===== src/rtl/dsp_div_pkg.sv =====
// dsp_div_pkg: shared FSM state, counter width and result constants for the sequential divider
package dsp_div_pkg;
  typedef enum logic [1:0] {S_IDLE, S_CALC, S_FIX, S_DONE} state_e;
  localparam int DIV_DW = 32;
  localparam int DIV_VW = 16;
  localparam int CNT_W = $clog2(DIV_DW + 1);
  localparam logic [DIV_DW-1:0] Q_ONES = '1;
  localparam logic [DIV_VW-1:0] R_ZERO = '0;
endpackage


===== src/rtl/div_step.sv =====
// div_step: one restoring-division step; p_i/bit_i shifted, divisor d_i trial-subtracted -> p_o, quotient bit q_o
module div_step #(
  parameter int VW = 16
) (
  input  logic [VW:0]   p_i,
  input  logic          bit_i,
  input  logic [VW-1:0] d_i,
  output logic [VW:0]   p_o,
  output logic          q_o
);
  logic [VW+1:0] sh;
  logic [VW+1:0] df;
  always_comb begin
    sh  = {p_i, bit_i};
    df  = sh - {2'b00, d_i};
    q_o = ~df[VW+1];
    p_o = q_o ? df[VW:0] : sh[VW:0];
  end
endmodule


===== src/rtl/div32x16_seq.sv =====
// div32x16_seq: radix-2 restoring divider; CLK/RSTN, START/HLD/ASGND/BSGND/A/B in, BUSY/DONE/Q/R/DZ/OVF out
module div32x16_seq
  import dsp_div_pkg::*;
#(
  parameter int DW = DIV_DW,
  parameter int VW = DIV_VW
) (
  input  logic          CLK,
  input  logic          RSTN,
  input  logic          START,
  input  logic          HLD,
  input  logic          ASGND,
  input  logic          BSGND,
  input  logic [DW-1:0] A,
  input  logic [VW-1:0] B,
  output logic          BUSY,
  output logic          DONE,
  output logic [DW-1:0] Q,
  output logic [VW-1:0] R,
  output logic          DZ,
  output logic          OVF
);
  state_e state_q, state_d;
  logic [CNT_W-1:0] cnt_q, cnt_d;
  logic [DW-1:0] a_q, a_d, q_q, q_d;
  logic [VW-1:0] b_q, b_d, r_q, r_d;
  logic [VW:0] p_q, p_d, p_nx;
  logic sa_q, sa_d, sb_q, sb_d, sg_q, sg_d, dz_q, dz_d, ovf_q, ovf_d;
  logic sa_in, sb_in, qb, bz;
  assign sa_in = ASGND & A[DW-1];
  assign sb_in = BSGND & B[VW-1];
  assign bz    = (b_q == '0);
  div_step #(.VW(VW)) u_step (
    .p_i  (p_q),
    .bit_i(a_q[DW-1]),
    .d_i  (b_q),
    .p_o  (p_nx),
    .q_o  (qb)
  );
  always_comb begin
    state_d = state_q;
    cnt_d   = cnt_q;
    a_d     = a_q;
    b_d     = b_q;
    p_d     = p_q;
    sa_d    = sa_q;
    sb_d    = sb_q;
    sg_d    = sg_q;
    q_d     = q_q;
    r_d     = r_q;
    dz_d    = dz_q;
    ovf_d   = ovf_q;
    case (state_q)
      S_IDLE: if (START) begin
        state_d = S_CALC;
        sa_d    = sa_in;
        sb_d    = sb_in;
        sg_d    = ASGND & BSGND;
        b_d     = sb_in ? -B : B;
        // a zero divisor keeps the raw dividend so its low half can be returned as R
        a_d     = (B == '0) ? A : (sa_in ? -A : A);
        p_d     = '0;
        cnt_d   = (B == '0) ? '0 : CNT_W'(DW);
      end
      S_CALC: if (!HLD) begin
        if (cnt_q == '0) state_d = S_FIX;
        else begin
          p_d   = p_nx;
          a_d   = {a_q[DW-2:0], qb};
          cnt_d = cnt_q - CNT_W'(1);
        end
      end
      S_FIX: begin
        state_d = S_DONE;
        dz_d    = bz;
        q_d     = bz ? Q_ONES[DW-1:0] : ((sa_q ^ sb_q) ? -a_q : a_q);
        r_d     = bz ? a_q[VW-1:0] : (sa_q ? -p_q[VW-1:0] : p_q[VW-1:0]);
        // only -2^(DW-1) / -1 yields a positive magnitude with the top bit set
        ovf_d   = ~bz & sg_q & ~(sa_q ^ sb_q) & a_q[DW-1];
      end
      default: state_d = S_IDLE;
    endcase
  end
  always_ff @(posedge CLK or negedge RSTN) begin
    if (!RSTN) begin
      state_q <= S_IDLE;
      cnt_q   <= '0;
      a_q     <= '0;
      b_q     <= '0;
      p_q     <= '0;
      sa_q    <= 1'b0;
      sb_q    <= 1'b0;
      sg_q    <= 1'b0;
      q_q     <= '0;
      r_q     <= R_ZERO;
      dz_q    <= 1'b0;
      ovf_q   <= 1'b0;
    end else begin
      state_q <= state_d;
      cnt_q   <= cnt_d;
      a_q     <= a_d;
      b_q     <= b_d;
      p_q     <= p_d;
      sa_q    <= sa_d;
      sb_q    <= sb_d;
      sg_q    <= sg_d;
      q_q     <= q_d;
      r_q     <= r_d;
      dz_q    <= dz_d;
      ovf_q   <= ovf_d;
    end
  end
  assign BUSY = (state_q == S_CALC) || (state_q == S_FIX);
  assign DONE = (state_q == S_DONE);
  assign Q    = q_q;
  assign R    = r_q;
  assign DZ   = dz_q;
  assign OVF  = ovf_q;
endmodule


===== config.mk =====
export PLATFORM = sky130hd
export DESIGN_NAME = div32x16_seq
export DESIGN_NICKNAME = d
export VERILOG_FILES = /design/src/rtl/dsp_div_pkg.sv /design/src/rtl/div_step.sv /design/src/rtl/div32x16_seq.sv
export SDC_FILE = /design/constraint.sdc
export NUM_CORES = 1
export LEC_CHECK = 0
export CELL_PAD_IN_SITES_DETAIL_PLACEMENT = 0
export CELL_PAD_IN_SITES_GLOBAL_PLACEMENT = 1
export CORE_MARGIN = 5
export CORE_UTILIZATION = 48
export CTS_BUF_LIST = sky130_fd_sc_hd__clkbuf_8
export CTS_CLUSTER_DIAMETER = 200
export DETAILED_ROUTE_END_ITERATION = 10
export PLACE_DENSITY_LB_ADDON = 0.12
export SLEW_MARGIN = 20
export SYNTH_ARGS = -nofsm -noshare
export SYNTH_HDL_FRONTEND = slang
export SYNTH_HIERARCHICAL = 1
export SYNTH_SLANG_ARGS = --single-unit

===== constraint.sdc =====
create_clock -name CLK -period 4.66 [get_ports CLK]
set_input_delay 0.699 -clock CLK [delete_from_list [all_inputs] [get_ports CLK]]
set_output_delay 0.699 -clock CLK [all_outputs]
set_load 0.05 [all_outputs]

# Word-level counts from Yosys, hierarchy flattened

Index checks and enable logic that the tools add are counted.

Bits in registers: 126
Input bits: 54
Logic and storage cells: 69
Output and inout bits: 52

Equality and inequality tests: 7
Reduce and logical (&&, ||, !) cells: 9
$add $sub $neg: 6
Bitwise logic cells: 10
Mux-type cells: 25

Operators by type and width:

| kind                                             | count |
|---|---|
| two-way mux 32 bit                               | 7 |
| two-way mux 17 bit                               | 4 |
| negator 32 bit                                   | 2 |
| one-hot mux 32 bit (2 select lines)              | 1 |
| two-way mux 16 bit                               | 3 |
| one-hot mux 17 bit (2 select lines)              | 1 |
| logical NOT 16 bit                               | 2 |
| negator 16 bit                                   | 2 |
| two-way mux 6 bit                                | 4 |
| subtractor 18 x 16 -> 18 bit                     | 1 |
| one-hot mux 6 bit (2 select lines)               | 1 |
| inequality test 2 bit, second input constant     | 4 |
| bitwise AND 1 bit                                | 6 |
| logical NOT 6 bit                                | 1 |
| two-way mux 2 bit                                | 3 |
| one-hot mux 2 bit (3 select lines)               | 1 |
| subtractor 6 x 1 -> 6 bit, second input constant | 1 |
| == test 2 bit, second input constant             | 2 |
| AND reduction 4 bit                              | 1 |
| NOT 1 bit                                        | 3 |
| AND reduction 3 bit                              | 1 |
| == test 2 x 1 -> 1 bit, second input constant    | 1 |
| logical NOT 2 bit                                | 1 |
| AND reduction 2 bit                              | 1 |
| 3 further kinds                                  | 3 |

# Depth between registers and ports, before layout

Depth after elaboration: 5
Gate-level depth with buffers: 12

# By module

The synthesis kept the hierarchy.

By module, submodules not included:

| module       | cells each | area an instance (um^2) | times used |
|---|---|---|---|
| div32x16_seq | 788        | 7310.8                  | 1 |
| div_step     | 148        | 1151.1                  | 1 |

# Worst setup path before layout

Ideal clock, no wire load.

Path kind: input-to-reg
Start: in A[18]
End: reg a_q[30]
Cell stages on the path: 6
Path buffers: 0
Arrival time: 2.698 ns
Library setup time: 0.129 ns
Path slack: 1.833 ns
Cell sequence: or4_4 -> or4_4 -> or4_4 -> o41ai_4 -> xor2_1 -> o21ai_1

Word-level cells in the longest chain between the ends: 5

Ends and longest elaborated chain:

| item                                | RTL line            | text |
|---|---|---|
| start, declared                     | div32x16_seq.sv:14  | `input logic [DW-1:0] A,` |
| negator 32 bit                      | div32x16_seq.sv:61  | `a_d = (B == '0) ? A : (sa_in ? -A : A);` |
| two-way mux 32 bit (2 in series)    | div32x16_seq.sv:61  |  |
| two-way mux 32 bit                  | div32x16_seq.sv:54  | `S_IDLE: if (START) begin` |
| one-hot mux 32 bit (2 select lines) | div32x16_seq.sv:53  | `case (state_q)` |
| end signal, assigned                | div32x16_seq.sv:88  | `a_q <= '0;` |
| end signal, assigned                | div32x16_seq.sv:101 | `a_q <= a_d;` |
| end, declared                       | div32x16_seq.sv:25  | `logic [DW-1:0] a_q, a_d, q_q, q_d;` |

No other way between the ends. The select of a mux whose other input is x is not followed.
A chain may end at the register's enable or synchronous reset.

# Final worst setup path

Start: reg b_q[13]
End: reg p_q[7]

Word-level cells in the longest chain between the ends: 5

Ends and longest elaborated chain:

| item                                | RTL line            | text |
|---|---|---|
| start, declared                     | div32x16_seq.sv:26  | `logic [VW-1:0] b_q, b_d, r_q, r_d;` |
| start signal, assigned              | div32x16_seq.sv:89  | `b_q <= '0;` |
| start signal, assigned              | div32x16_seq.sv:102 | `b_q <= b_d;` |
| subtractor 18 x 16 -> 18 bit        | div_step.sv:15      | `df = sh - {2'b00, d_i};` |
| two-way mux 17 bit                  | div_step.sv:17      | `p_o = q_o ? df[VW:0] : sh[VW:0];` |
| net p_nx[7]                         | div32x16_seq.sv:27  | `logic [VW:0] p_q, p_d, p_nx;` |
| two-way mux 17 bit                  | div32x16_seq.sv:66  | `if (cnt_q == '0) state_d = S_FIX;` |
| two-way mux 17 bit                  | div32x16_seq.sv:65  | `S_CALC: if (!HLD) begin` |
| one-hot mux 17 bit (2 select lines) | div32x16_seq.sv:53  |  |
| end signal, assigned                | div32x16_seq.sv:103 | `p_q <= p_d;` |
| end, declared                       | div32x16_seq.sv:27  |  |

The timed path passes the listed nets, and every way through them passes these cells. The select of a mux whose other input is x is not followed.

==> run summary <==
The required time of the worst setup path came out at 5.00 ns. The logs give 1213 for the count of placed standard cells including taps and 10100 um2 for the post-route cell area. Critical path buffer and inverter count: 1. The overall die area came out at 20400 um2. The post-synthesis to final-layout area growth is 18.9%, and the register clock-pin slew on the reported worst setup and hold paths is 0.07 ns. Worst setup path category: reg -> reg. The period utilization is 71.7%, and the top-level port count is 106. The reported max-cap violation count was 0. The finished layout holds 1245 standard cells, fillers aside. Walking the worst path, the cells encountered are inv_1 -> ha_1 -> nand4_1 -> or4_1 -> a31oi_2 -> nor3_4 -> xnor2_4 -> mux2_2 -> a22o_1.

The tools report the initial antenna violation count as 0. The commonest non-fill, non-tap cell in the layout is sky130_fd_sc_hd__dfrtp_1. The number of buffers added for setup after CTS was 0; the count of routing violations after the opening detailed-route iteration was 470. Summing the areas of all fa, ha and maj instances in the mapped netlist gives 4.08% of the synthesized area. The run gives 17 as the number of buffers created by CTS. The net count after synthesis came out at 1017. The most used flip-flop cell after synthesis was sky130_fd_sc_hd__dfrtp_1.

The share of synthesized area spent on multiplexers was 3.64%. In the final routed layout, each cell accounts on average for 18.6 um. The largest stage delay on the critical path is 0.62 ns. The kind of start point of the critical path is a flip-flop. The class of the tightest hold or removal check was in -> async. The placeable core region is 17300 um2, and the leakage power figure is 4.13 nW.

Setup slack on the critical path of the routed design comes to 1.32 ns. For the via count of the first global-routing pass, the log shows 6914. The initial utilization of the core area, before any placement, comes to 48.9%. The count of flip-flops with a built-in enable after synthesis is 0, and the post-synthesis instance area is 8460 um2. The run finished with clean final reports. Gates resized during post-CTS repair numbered 0. Cells fill 58.2% of the core in the end. The slowest stage of the critical path is the sky130_fd_sc_hd__xnor2_4 cell.

Row generation in the floorplan step produced 48 rows. The tools report the clock root buffer as sky130_fd_sc_hd__clkbuf_8. The number of antenna diodes in the final layout is 0.

In this run the power density over the cells is 836 nW/um2. Global routing finished with a remaining overflow of 0. Counting along the longest clock path gives a buffer depth of 2. The register bit total from synthesis is 126.

In this run the tightest slew margin relative to its limit is 41.6%. For this block, the routed nets add up to 23.1 mm of wire. Counting buffers and inverters, the worst setup path is 9 cells deep. The final number of hold-violating endpoints was 0; the number of pins exceeding their max-slew limit in the final report was 0.

Clock latency on the worst-skew pair: 0.46 ns. For this run, the total global-route usage over all layers was measured as 23.0%. Routability-driven placement finished with a final weighted congestion of 0.868. The footprint of the multi-input gates is 4870 um2. The synthesized netlist devotes 24.5% of its cell area to compound gates. The warning count from the yosys run came out at 6. At the worst endpoint, the arrival time is 3.68 ns. Static timing analysis puts the maximum clock frequency at 299 MHz. TritonCTS built the clock tree.

The area of placed instances came out at 9610 um2. The gate family responsible for the most delay along the worst path was simple AND/OR/NAND/NOR gates. Of all flip-flops after synthesis, the portion carrying an async set or reset was 100%. After synthesis, the largest family of logic cells by area is compound AO/OA/AOI/OAI gates.

Dividing the detail-routed via count by the number of cells gives 5.90. In the final layout, the share of cells above drive strength 1 is 8.04%. The post-placement setup slack came out at 1.21 ns. From bottom edge to top edge, the die measures 143 um. On the final layout, the worst clock skew is 0.0155 ns. The number of hold buffers added after cts was 0. Summed over all nets, the half-perimeter wirelength after detailed placement is 17.0 mm. The run gives 67 as the number of distinct library cell variants in the gate-level netlist after synthesis.

Entering global routing, the biggest net connects 78 pins. For the pin with the worst max-slew slack, the measured transition is 0.874 ns. The first global-routing pass estimated 37.4 mm of wire. STA classifies the critical path endpoint as a flip-flop. Adding up every negative setup slack in the final design gives 0 ns. In the layout the commonest cells are sky130_fd_sc_hd__dfrtp_1 (126), sky130_fd_sc_hd__clkdlybuf4s50_1 (104), sky130_fd_sc_hd__o21ai_0 (95). Instance count of the mapped netlist: 936.

For this design, the sink count on the clock tree is 126. The combined flip-flop and latch cell area was 3150 um2. For the detailed-router iteration count before antenna repair, the log shows 5. The count of nets left with antenna violations after detail routing was 0; the count of cells along the worst register-to-register path was 9. The filler cell count is 1576, and the part of the Yosys area used for sequential elements is 37.3%. Setup repair after global routing left no endpoint under its margin.

The final critical delay including setup and external delays is 3.34 ns, and the parity-gate share of the synthesized area counting xor and xnor cells is 11.2%. The residual DRC count is 0, and the average instance area after synthesis is 9.04 um2. The final route contains 7344 vias. The run gives 4 as the count of H-tree levels built during CTS. Input and output buffers added on the ports amount to 105. The horizontal die dimension was 143 um; the layout net count was 1088. The final count of negative-setup-slack endpoints is 0. VDD sags by at most 0.530 mV. The synthesized netlist devotes 14.0% of its cell area to simple gates. In this run the worst path has a maximum fanout of 18.
## report_power, final
part | switching (W) | leakage [nW] | total [W] | internal (W)
Clock | 0.000465 | 0.222 | 0.00110 | 0.000635
Sequential | 0.000626 | 1.57 | 0.00221 | 0.00159
Combinational | 0.00300 | 2.33 | 0.00510 | 0.00211
## final timing paths
check,slack [ns],start,to
max reg2reg,1.32,b_q[13],p_q[7]
min reg2reg,0.50,Q[30],Q[30]
max,1.32,b_q[13],p_q[7]
min in group CLK,0.50,Q[30],Q[30]
max in group asynchronous,3.50,RSTN,R[5]
min,0.27,RSTN,p_q[16]
## kinds of logic (layout without fill, tap and decap cells)
group | Yosys count | in the layout
fa+ha+maj | 27 | 27
xor+xnor | 106 | 106
simple gates | 234 | 234
mux | 26 | 26
compound gates | 309 | 309
flops | 126 | 126
buf+inv | 108 | 192
## layer usage
metal  GRT usage (%)  wire length [um]  share of wire, %  up-vias
li1                -                 -                 -     3560
met1            35.6             11600                50     3541
met2            33.0              9920                43      222
met3            4.62              1340               5.8       21
met4            5.30               274               1.2        0
met5               0                 0                 0        -
## registers in the layout, summed over array words and instances (netlist names)
name / cells
DZ: 1
OVF: 1
Q: 32
R: 16
a_q: 32
b_q: 16
cnt_q: 6
p_q: 17
sa_q: 1
sb_q: 1
sg_q: 1
state_q: 2
## per-stage QoR
stage / hold slack (ns) / power [W]
after floorplan: 0.403 / 0.00607
after global placement: 0.475 / 0.00726
after detailed placement: 0.487 / 0.00732
after CTS: 0.438 / 0.00843
after global routing: 0.317 / 0.00904
final: 0.271 / 0.00841
## cell type report
cell class                      instances  area share (%)
Multi-Input combinational cell        702            48.4
Sequential cell                       126            31.3
Timing Repair Buffer                  118            11.4
Tap cell                              225            2.80
Clock buffer                           17            2.33
Clock inverter                         15            2.18
Inverter                               42            1.57
## Yosys cell counts, types with 3 or more instances
| library cell | count | area share, % |
|---|---|---|
| sky130_fd_sc_hd__nand3b_1 | 3 | 0.27 |
| sky130_fd_sc_hd__a21oi_1 | 43 | 2.5 |
| sky130_fd_sc_hd__xnor2_1 | 39 | 4.0 |
| sky130_fd_sc_hd__buf_1 | 7 | 0.31 |
| sky130_fd_sc_hd__nor2b_1 | 6 | 0.44 |
| sky130_fd_sc_hd__nand4_1 | 6 | 0.44 |
| sky130_fd_sc_hd__o211ai_1 | 3 | 0.27 |
| sky130_fd_sc_hd__nand2_1 | 73 | 3.2 |
| sky130_fd_sc_hd__mux2_4 | 6 | 1.1 |
| sky130_fd_sc_hd__a31oi_1 | 14 | 1.0 |
| sky130_fd_sc_hd__a22o_1 | 34 | 3.5 |
| sky130_fd_sc_hd__o31ai_1 | 23 | 2.0 |
| sky130_fd_sc_hd__o41ai_1 | 13 | 1.3 |
| sky130_fd_sc_hd__dfrtp_1 | 126 | 37 |
| sky130_fd_sc_hd__nand3_1 | 11 | 0.65 |
| sky130_fd_sc_hd__or3_1 | 11 | 0.81 |
| sky130_fd_sc_hd__or4_1 | 9 | 0.80 |
| sky130_fd_sc_hd__o22ai_1 | 14 | 1.0 |
| sky130_fd_sc_hd__a222oi_1 | 4 | 0.47 |
| sky130_fd_sc_hd__nand2b_1 | 7 | 0.52 |
| sky130_fd_sc_hd__a211oi_1 | 3 | 0.27 |
| sky130_fd_sc_hd__o221ai_1 | 4 | 0.41 |
| sky130_fd_sc_hd__nor3_1 | 11 | 0.65 |
| sky130_fd_sc_hd__inv_1 | 42 | 1.9 |
| sky130_fd_sc_hd__nor4_1 | 13 | 0.96 |
| sky130_fd_sc_hd__or4_4 | 3 | 0.40 |
| sky130_fd_sc_hd__buf_6 | 3 | 0.40 |
| sky130_fd_sc_hd__ha_1 | 26 | 3.8 |
| sky130_fd_sc_hd__nor4b_1 | 3 | 0.31 |
| sky130_fd_sc_hd__a22oi_1 | 20 | 1.8 |
| sky130_fd_sc_hd__o22a_1 | 20 | 2.1 |
| sky130_fd_sc_hd__xor2_1 | 66 | 6.8 |
| sky130_fd_sc_hd__clkbuf_1 | 53 | 2.4 |
| sky130_fd_sc_hd__mux2i_1 | 6 | 0.71 |
| sky130_fd_sc_hd__nor2_1 | 56 | 2.5 |
| sky130_fd_sc_hd__o21ai_0 | 95 | 5.6 |
| sky130_fd_sc_hd__and2_1 | 7 | 0.52 |
| sky130_fd_sc_hd__mux2_2 | 14 | 1.9 |
## worst register-to-register path, stage by stage, from the launching register on
cell and delay [ns]:
sky130_fd_sc_hd__dfrtp_1 0.46, sky130_fd_sc_hd__inv_1 0.07, sky130_fd_sc_hd__ha_1 0.42, sky130_fd_sc_hd__nand4_1 0.23
sky130_fd_sc_hd__or4_1 0.48, sky130_fd_sc_hd__a31oi_2 0.26, sky130_fd_sc_hd__nor3_4 0.08, sky130_fd_sc_hd__xnor2_4 0.62
sky130_fd_sc_hd__mux2_2 0.42, sky130_fd_sc_hd__a22o_1 0.20
No activity file was read; power rests on OpenSTA's default activity.
